## src/rtl/interrupt_entry_sequencer.sv

```systemverilog
// Interrupt entry sequencer: on an unmasked interrupt, stall fetch, let the
// pipeline drain, inject return-PC and flags stack pushes into ID/EX, then
// redirect the PC to the interrupt vector. Moore machine; every output is
// decoded from registered state.
module interrupt_entry_sequencer #(
    parameter int          DRAIN_CYCLES = 4,
    parameter logic [31:0] VECTOR_ADDR  = 32'h0000_0000
) (
    input  logic        clk,
    input  logic        rst,
    input  logic        INT,
    input  logic        Int_Mask,
    input  logic [31:0] Fetch_PC,
    input  logic        Taken_Jump,
    input  logic [31:0] Jump_Target,
    input  logic [2:0]  Flags,
    output logic        Stall_Fetch,
    output logic        Inject_Valid,
    output logic        Inject_SP,
    output logic        Inject_SPOP,
    output logic        Inject_MW,
    output logic        Inject_Stack_PC,
    output logic        Inject_Stack_Flags,
    output logic [31:0] Inject_Data,
    output logic        PC_Load,
    output logic [31:0] PC_Load_Value,
    output logic        Int_Ack,
    output logic        Busy
);

    if (DRAIN_CYCLES < 1 || DRAIN_CYCLES > 7) begin : g_bad_drain
        $error("DRAIN_CYCLES must be in 1..7");
    end

    localparam logic [2:0] DRAIN_LAST = 3'(DRAIN_CYCLES - 1);

    typedef enum logic [2:0] {
        IDLE,
        DRAIN,
        PUSH_PC,
        PUSH_FLAGS,
        VECTOR
    } state_t;

    state_t      state;
    state_t      state_next;
    logic        int_d;
    logic        int_pending;
    logic        redirected;
    logic [2:0]  cnt;
    logic [31:0] return_pc;
    logic [2:0]  flags_snap;
    logic        int_edge;
    logic        start;

    assign int_edge = INT & ~int_d;
    assign start    = (state == IDLE) & (int_pending | int_edge) & ~Int_Mask;

    // State register.
    always_ff @(posedge clk) begin
        if (rst) state <= IDLE;
        else     state <= state_next;
    end

    // Request tracking, drain counter, return PC and flag capture.
    always_ff @(posedge clk) begin
        if (rst) begin
            int_d       <= 1'b0;
            int_pending <= 1'b0;
            redirected  <= 1'b0;
            cnt         <= 3'd0;
            return_pc   <= 32'd0;
            flags_snap  <= 3'd0;
        end else begin
            int_d <= INT;
            // Entering consumes one request; a fresh edge arriving while a
            // request is already pending survives as the next request.
            if (start) int_pending <= int_pending & int_edge;
            else       int_pending <= int_pending | int_edge;

            if (start) begin
                return_pc  <= Fetch_PC;
                redirected <= 1'b0;
                cnt        <= DRAIN_LAST;
            end

            if (state == DRAIN) begin
                if (cnt != 3'd0) cnt <= cnt - 3'd1;
                // A jump resolving while draining means the fetched PC was
                // on the wrong path; the latest resolved target is the real
                // resume point.
                if (Taken_Jump) begin
                    return_pc  <= Jump_Target;
                    redirected <= 1'b1;
                end
                if (cnt == 3'd0) flags_snap <= Flags;
            end
        end
    end

    // Next-state and Moore output decode.
    always_comb begin
        state_next         = state;
        Stall_Fetch        = 1'b0;
        Inject_Valid       = 1'b0;
        Inject_SP          = 1'b0;
        Inject_SPOP        = 1'b0;
        Inject_MW          = 1'b0;
        Inject_Stack_PC    = 1'b0;
        Inject_Stack_Flags = 1'b0;
        Inject_Data        = 32'd0;
        PC_Load            = 1'b0;
        PC_Load_Value      = 32'd0;
        Int_Ack            = 1'b0;
        Busy               = (state != IDLE);
        case (state)
            IDLE: begin
                if (start) state_next = DRAIN;
            end
            DRAIN: begin
                Stall_Fetch = 1'b1;
                if (cnt == 3'd0) state_next = PUSH_PC;
            end
            PUSH_PC: begin
                Stall_Fetch     = 1'b1;
                Inject_Valid    = 1'b1;
                Inject_SP       = 1'b1;
                Inject_MW       = 1'b1;
                Inject_Stack_PC = 1'b1;
                Inject_Data     = return_pc;
                state_next      = PUSH_FLAGS;
            end
            PUSH_FLAGS: begin
                Stall_Fetch        = 1'b1;
                Inject_Valid       = 1'b1;
                Inject_SP          = 1'b1;
                Inject_MW          = 1'b1;
                Inject_Stack_Flags = 1'b1;
                Inject_Data        = {29'd0, flags_snap};
                state_next         = VECTOR;
            end
            VECTOR: begin
                Stall_Fetch   = 1'b1;
                PC_Load       = 1'b1;
                PC_Load_Value = VECTOR_ADDR;
                Int_Ack       = 1'b1;
                state_next    = IDLE;
            end
            default: state_next = IDLE;
        endcase
    end

    // A jump seen while draining must leave the return PC marked redirected.
    a_redirect: assert property (@(posedge clk) disable iff (rst)
        (state == DRAIN && Taken_Jump) |=> redirected);

endmodule

```

## config.mk

```make
export PLATFORM = sky130hd
export DESIGN_NAME = interrupt_entry_sequencer
export DESIGN_NICKNAME = d
export VERILOG_FILES = /design/src/rtl/interrupt_entry_sequencer.sv
export SDC_FILE = /design/constraint.sdc
export NUM_CORES = 1
export LEC_CHECK = 0
export CAP_MARGIN = 20
export CORE_MARGIN = 2
export CORE_UTILIZATION = 40
export CTS_BUF_LIST = sky130_fd_sc_hd__clkbuf_4 sky130_fd_sc_hd__clkbuf_8 sky130_fd_sc_hd__clkbuf_16
export CTS_CLUSTER_DIAMETER = 200
export DETAILED_ROUTE_END_ITERATION = 8
export PLACE_DENSITY = 0.85
export RECOVER_POWER = 100
export SLEW_MARGIN = 25
export SYNTH_ARGS = -nofsm -noshare
export SYNTH_HDL_FRONTEND = slang
export SYNTH_SLANG_ARGS = --single-unit
```

## constraint.sdc

```tcl
create_clock -name clk -period 2.37 [get_ports clk]
set_input_delay 0.474 -clock clk [delete_from_list [all_inputs] [get_ports clk]]
set_output_delay 0.474 -clock clk [all_outputs]
set_load 0.01 [all_outputs]
```

==> run_results.csv, run 1 <==
group,metric,value,unit
status,status,"complete, no violations",
final_layout,syn_to_final_growth,40.6,%
sta,finalSetupTns,0,ps
floorplanning,floorplan.initialDensity,0.416,
logic_synthesis,ys_types,36,
final_layout,drive_gt1_frac,0.107,
pwr,peakVddDrop,0.000280,V
logic_synthesis,synth_common_cells,"43 x dfxtp_1, 36 x buf_4, 35 x a211oi_1",
global_route,grt_pass1_wl,11900,um
worst_setup_path,reg2reg_slack,240,ps
global_route,overflow,0,
route,ant_nets,0,
logic_synthesis,yosys_warnings,0,
logic_synthesis,syn_inst,327,
logic_synthesis,synthFlopType,"dfxtp_1",
floorplanning,io_pins,146,
logic_synthesis,syn_area_per_cell,8.69,um^2
clock_network,clk_pin_slew,80,ps
clock_network,cts_max_level,2,
route,firstDrtPassIters,4,
logic_synthesis,syn_area,2840,um^2
sta,slew-limit-headroom,0.465,
clock_network,cts_tree,"done",
sta,final.setup_skew,10.7,ps
logic_synthesis,synth-seq-cells,43,
placed_design,dp_hpwl,5490,um
global_route,grt_max_degree,44,
sta,tightest_slew,803,ps
placed_design,io_buffers,112,
clock_network,clock-sinks,43,
route,vias,2632,
final_layout,multi_input_area,1600,um^2
final_layout,fin_nets,501,
route,wl,7920,um
sta,fmax,439,MHz
placed_design,dp_cells,512,
global_route,gr-usage-all-layers,0.193,
worst_setup_path,cp_top_family,"buffers and inverters",
global_route,antenna_found_initial,0,
logic_synthesis,ys_seq_area_frac,0.303,
sta,period_share,0.960,
logic_synthesis,yosys.area.top_type,"dfxtp_1",
placed_design,place.gp.congestion,0.755,
route,route.detailed.drc,0,
final_layout,n_antenna_cell,0,
final_layout,fill_cells,647,
worst_setup_path,path_buf_inv,2,
pwr,p_leak,1.66,nW
worst_setup_path,crit_fanout,17,
sta,finalSetupViolCount,0,
floorplanning,num_rows,30,
route,wl_per_cell,15.1,um
floorplanning,dieArea,7800,um^2
worst_setup_path,crit_arrival,1800,ps
logic_synthesis,synth.area.top_cells,"dfxtp_1 30%, a211oi_2 13%, buf_4 9.5%, a211oi_1 9.2%, o21bai_1 8.2%",
logic_synthesis,synth-async-reset-ratio,0,
final_layout,regArea,865,um^2
route,initialDrtViolationCount,106,
run,max_cap_violations,0,
clock_network,clock_path_buffers,2,
worst_setup_path,crit_chain,"nor3b_4 -> buf_6 -> and2_0 -> clkdlybuf4s50_1",
sta,finalCriticalPeriod,2280,ps
floorplanning,die_x,88.3,um
clock_network,clk_latency,290,ps
worst_setup_path,required,1900,ps
clock_network,cts_made_buffers,5,
logic_synthesis,synth_top_area_frac,0.303,
placed_design,place_ws,234,ps
worst_setup_path,slowest_delay,540,ps
final_layout,final-instance-count-excl-fill,524,
global_route,grt_pass1_vias,2524,
sta,post-route-worst-setup-slack,94.5,ps
logic_synthesis,post-synth-top-count-cell,"dfxtp_1",
worst_setup_path,crit_path_start_kind,"flip-flop",
pwr,p_per_area,622,nW/um^2
logic_synthesis,synth_edf_count,0,
sta,final_max_slew_viol_count,0,
worst_setup_path,crit_slowest_cell,"clkdlybuf4s50_1",
floorplanning,die_y,88.3,um
worst_setup_path,worst_setup_path_end_kind,"output pin",
route,vias_per_cell,5.02,
sta,hold_viol,0,
worst_setup_path,worstSetupPathType,"reg2out",
clock_network,root_buffer,"clkbuf_8",
worst_hold_path,holdCritPathClass,"reg2reg",
final_layout,fin_util,0.585,
floorplanning,core-area,6830,um^2
## logic make-up after synthesis
family / Yosys count / share of synthesized area
adders and majority gates: 2 / 0.00880
DFF: 43 / 0.303
and+or+nand+nor: 88 / 0.170
xor gates and xnor gates: 1 / 0.00308
other: 1 / 0.00132
buffers and inverters: 74 / 0.158
AOI/OAI and AO/OA: 118 / 0.356
## power breakdown
| group | switching (mW) | leakage [nW] | internal [mW] | total, mW |
|---|---|---|---|---|
| sequential | 0.0747 | 0.355 | 0.856 | 0.930 |
| combinational | 0.503 | 1.25 | 0.455 | 0.957 |
| clock | 0.255 | 0.0612 | 0.341 | 0.597 |
| total | 0.833 | 1.66 | 1.65 | 2.48 |
## flip-flops by register name, summed over array words and instances, names as in the netlist
register and flops:
return_pc 32, cnt 3, flags_snap 3, state 3, int_d 1, int_pending 1
## final timing paths
check / start / end / cells after the start
worst max-delay path: state[0] / Inject_Data[24] / 4
worst min-delay path: int_pending / int_pending / 2
worst max register to register: state[2] / return_pc[16] / 4
worst min register to register: int_pending / int_pending / 2
## worst reg2reg max path, delay by kind of cell (launching register included)
kind | cells | cell delay [ps]
flops | 1 | 380
compound gates | 2 | 840
simple gates | 1 | 600
buf+inv | 1 | 230
## metrics by stage
step	hold slack, ps	instance area, um^2	power [mW]
after floorplan	454	2960	1.61
after global placement	467	3890	1.89
after detailed placement	479	3890	1.93
after CTS	492	4040	2.55
after global routing	518	4000	2.63
final	488	4000	2.48
## layout make-up
type	count	area share
clock buffer	6	0.0207
clock inverter	2	0.00877
inverter	6	0.00564
multi-input combinational	242	0.401
sequential	43	0.216
tap	96	0.0301
timing repair buffer	129	0.317
## what timing repair did
item                                    4_1_cts  5_1_grt
pin swaps                                     1        0
resized for setup                             7       19
endpoints found under the setup margin       32       31
cloned                                        1        1
buffers inserted                              0        2
hold buffers                                  0        0
## cells in the final DEF, fill, tap and decap left out, types with 4 or more instances in the layout
cell / Yosys / layout
conb_1: 1 / 33
dlymetal6s2s_1: 0 / 13
a21oi_1: 6 / 6
nor2_1: 33 / 33
dlygate4sd3_1: 0 / 8
inv_1: 5 / 5
nor2b_1: 5 / 5
clkdlybuf4s50_1: 0 / 87
dfxtp_1: 43 / 42
a31oi_1: 4 / 4
buf_4: 36 / 9
clkbuf_8: 0 / 6
o21ai_0: 6 / 6
and2_1: 30 / 18
and2_0: 0 / 12
o21bai_1: 31 / 31
a211oi_2: 29 / 16
a211oi_1: 35 / 48
## routing by layer
metal	part of all wire	routed length [um]	track usage	vias to the layer above
met4	0.012	93	0.0455	0
li1	-	-	-	1296
met1	0.42	3350	0.229	1236
met3	0.052	410	0.0401	11
met2	0.51	4070	0.356	89
met5	0	0	0	-
(Power assumes the default switching activity.)
==> run 2, diff against run 1 <==
Settings changed: CAP_MARGIN 20 to not set, CTS_CLUSTER_SIZE set to 10, MAX_ROUTING_LAYER set to met4.
==> run 2 against run 1 <==
Clock skew shrank 2.9 ps; hold slack worse by 1.1 ps; largest cell class unchanged; routed wire length did not move; critical endpoint unchanged; register-to-register slack about the same; worst setup slack worse by 8.9 ps; sequential share of layout area did not move; clock power is 0.8% lower.
==> run_results.csv, run 2 (same netlist as run 1, synthesis figures left out) <==
group,metric,value,unit
global_route,grtUsageMet1,0.231,
pwr,switching_share,0.334,
floorplanning,die_y,88.3,um
route,initialDrtViolationCount,114,
worst_setup_path,required,1900,ps
global_route,use_met2,0.355,
placed_design,place_ws,234,ps
clock_network,cts_made_buffers,5,
placed_design,io_buffers,112,
status,status,"complete, no violations",
route,vias,2658,
global_route,overflow,0,
final_layout,fin_util,0.585,
sta,finalSetupViolCount,0,
floorplanning,dieArea,7800,um^2
final_layout,largest_reg_flops,32,
clock_network,clk_pin_slew,80,ps
sta,finalCriticalPeriod,2280,ps
sta,hold_viol,0,
pwr,pwr-share-clk,0.239,
floorplanning,io_pins,146,
worst_setup_path,cp_top_family,"buffers and inverters",
floorplanning,floorplan.initialDensity,0.416,
worst_setup_path,path_buf_inv,2,
clock_network,clk_latency,290,ps
route,ant_nets,0,
global_route,grtUsageMet3,0.0382,
worst_setup_path,worstSetupPathType,"reg2out",
clock_network,cts_max_level,2,
worst_setup_path,crit_chain,"nor3b_4 -> buf_6 -> and2_0 -> clkdlybuf4s50_1",
sta,post-route-worst-setup-slack,85.6,ps
placed_design,place.gp.congestion,0.765,
global_route,grt_pass1_vias,2527,
final_layout,drive_gt1_frac,0.107,
sta,period_share,0.964,
pwr,p_per_area,620,nW/um^2
global_route,grt_pass1_wl,11900,um
worst_setup_path,worst_setup_path_end_kind,"output pin",
floorplanning,num_rows,30,
pwr,p_leak,1.66,nW
global_route,grt_max_degree,44,
route,route.detailed.drc,0,
global_route,grt.busiest_layer,"met2",
final_layout,layout_common_cells,"87 x clkdlybuf4s50_1, 48 x a211oi_1, 42 x dfxtp_1",
pwr,sequentialPowerShare,0.375,
final_layout,final_common_cell,"clkdlybuf4s50_1",
final_layout,largest_register,"return_pc",
sta,fmax,438,MHz
worst_setup_path,crit_slowest_cell,"clkdlybuf4s50_1",
route,wl,7920,um
sta,tightest_slew,802,ps
floorplanning,die_x,88.3,um
final_layout,syn_to_final_growth,40.6,%
pwr,peakVddDrop,0.000277,V
worst_setup_path,slowest_delay,540,ps
floorplanning,core-area,6830,um^2
clock_network,cts_tree,"done",
pwr,comb_power_share,0.386,
clock_network,clock-sinks,43,
final_layout,fill_cells,647,
worst_setup_path,reg2reg_depth,4,
final_layout,n_antenna_cell,0,
global_route,gr-usage-all-layers,0.199,
worst_hold_path,holdCritPathClass,"reg2reg",
route,vias_per_cell,5.07,
worst_setup_path,crit_arrival,1810,ps
final_layout,fin_nets,501,
clock_network,cts_hold_buf,0,
worst_setup_path,crit_path_start_kind,"flip-flop",
clock_network,clock_path_buffers,2,
sta,slew-limit-headroom,0.465,
final_layout,regArea,865,um^2
pwr,p_sw,0.827,mW
sta,final.setup_skew,7.80,ps
worst_hold_path,holdPathStages,2,
pwr,p_total,2.48,mW
final_layout,multi_input_area,1600,um^2
worst_setup_path,crit_fanout,17,
run,max_cap_violations,0,
global_route,antenna_found_initial,0,
sta,final_max_slew_viol_count,0,
route,firstDrtPassIters,4,
clock_network,root_buffer,"clkbuf_8",
route,wl_per_cell,15.1,um
placed_design,dp_hpwl,5490,um
pwr,intPower,1.65,mW
worst_setup_path,cp.depth,4,
-- run 2: cell counts in the layout (fill, tap and decap cells not counted) --
Identical to the previous run, type by type.
-- run 2: power groups by stage --
stage                     Sequential, mW  Combinational, mW  Clock (mW)
after floorplan                    0.913              0.697           0
after global placement             0.939              0.953           0
after detailed placement           0.944              0.986           0
after CTS                          0.931               1.01       0.605
after global routing               0.950               1.04       0.639
final                              0.930              0.957       0.592
-- run 2: layout make-up --
| cell class | instances | share of cell area |
|---|---|---|
| multi-input combinational | 242 | 0.401 |
| timing repair buffer | 129 | 0.317 |
| sequential | 43 | 0.216 |
| tap | 96 | 0.0301 |
| clock buffer | 6 | 0.0207 |
| clock inverter | 2 | 0.00877 |
| inverter | 6 | 0.00564 |
-- run 2: tightest hold or removal path, stage by stage, from the launching register on --
cell	delay, ps
dfxtp_1	340
nand2_1	60
a21oi_1	50
-- run 2: metrics by stage --
| stage | instances | instance area [um^2] | setup TNS, ps | hold slack, ps |
|---|---|---|---|---|
| finish | 524 | 4000 | 0 | 487 |
| CTS | 521 | 4040 | 0 | 492 |
| global placement | 512 | 3890 | 0 | 467 |
| detailed placement | 512 | 3890 | 0 | 479 |
| global route | 524 | 4000 | -11.3 | 518 |
| floorplan | 359 | 2960 | 0 | 454 |
-- run 2: repair_timing --
item | in CTS | in global routing
pin swaps | 1 | 0
buffers inserted | 0 | 2
cloned | 1 | 1
gates resized for setup | 7 | 19
setup endpoints to repair | 32 | 31
-- run 2: final timing paths --
check / slack (ps) / to / from
worst min register to register: 490 / int_pending / int_pending
worst min-delay path: 490 / int_pending / int_pending
worst max register to register: 240 / return_pc[16] / state[2]
worst max-delay path: 90 / Inject_Data[24] / state[0]
-- run 2: layer usage --
metal  up-vias  wire, um
met3         9       414
met1      1250      3180
met2        97      4230
met4         0        94
met5         -         0
li1       1302         -
==> run 3, diff against run 2 <==
Settings changed: SLEW_MARGIN 25 to not set.
==> results of run 3 <==
No change in the layout: final DEF, timing and power equal those of run 2.
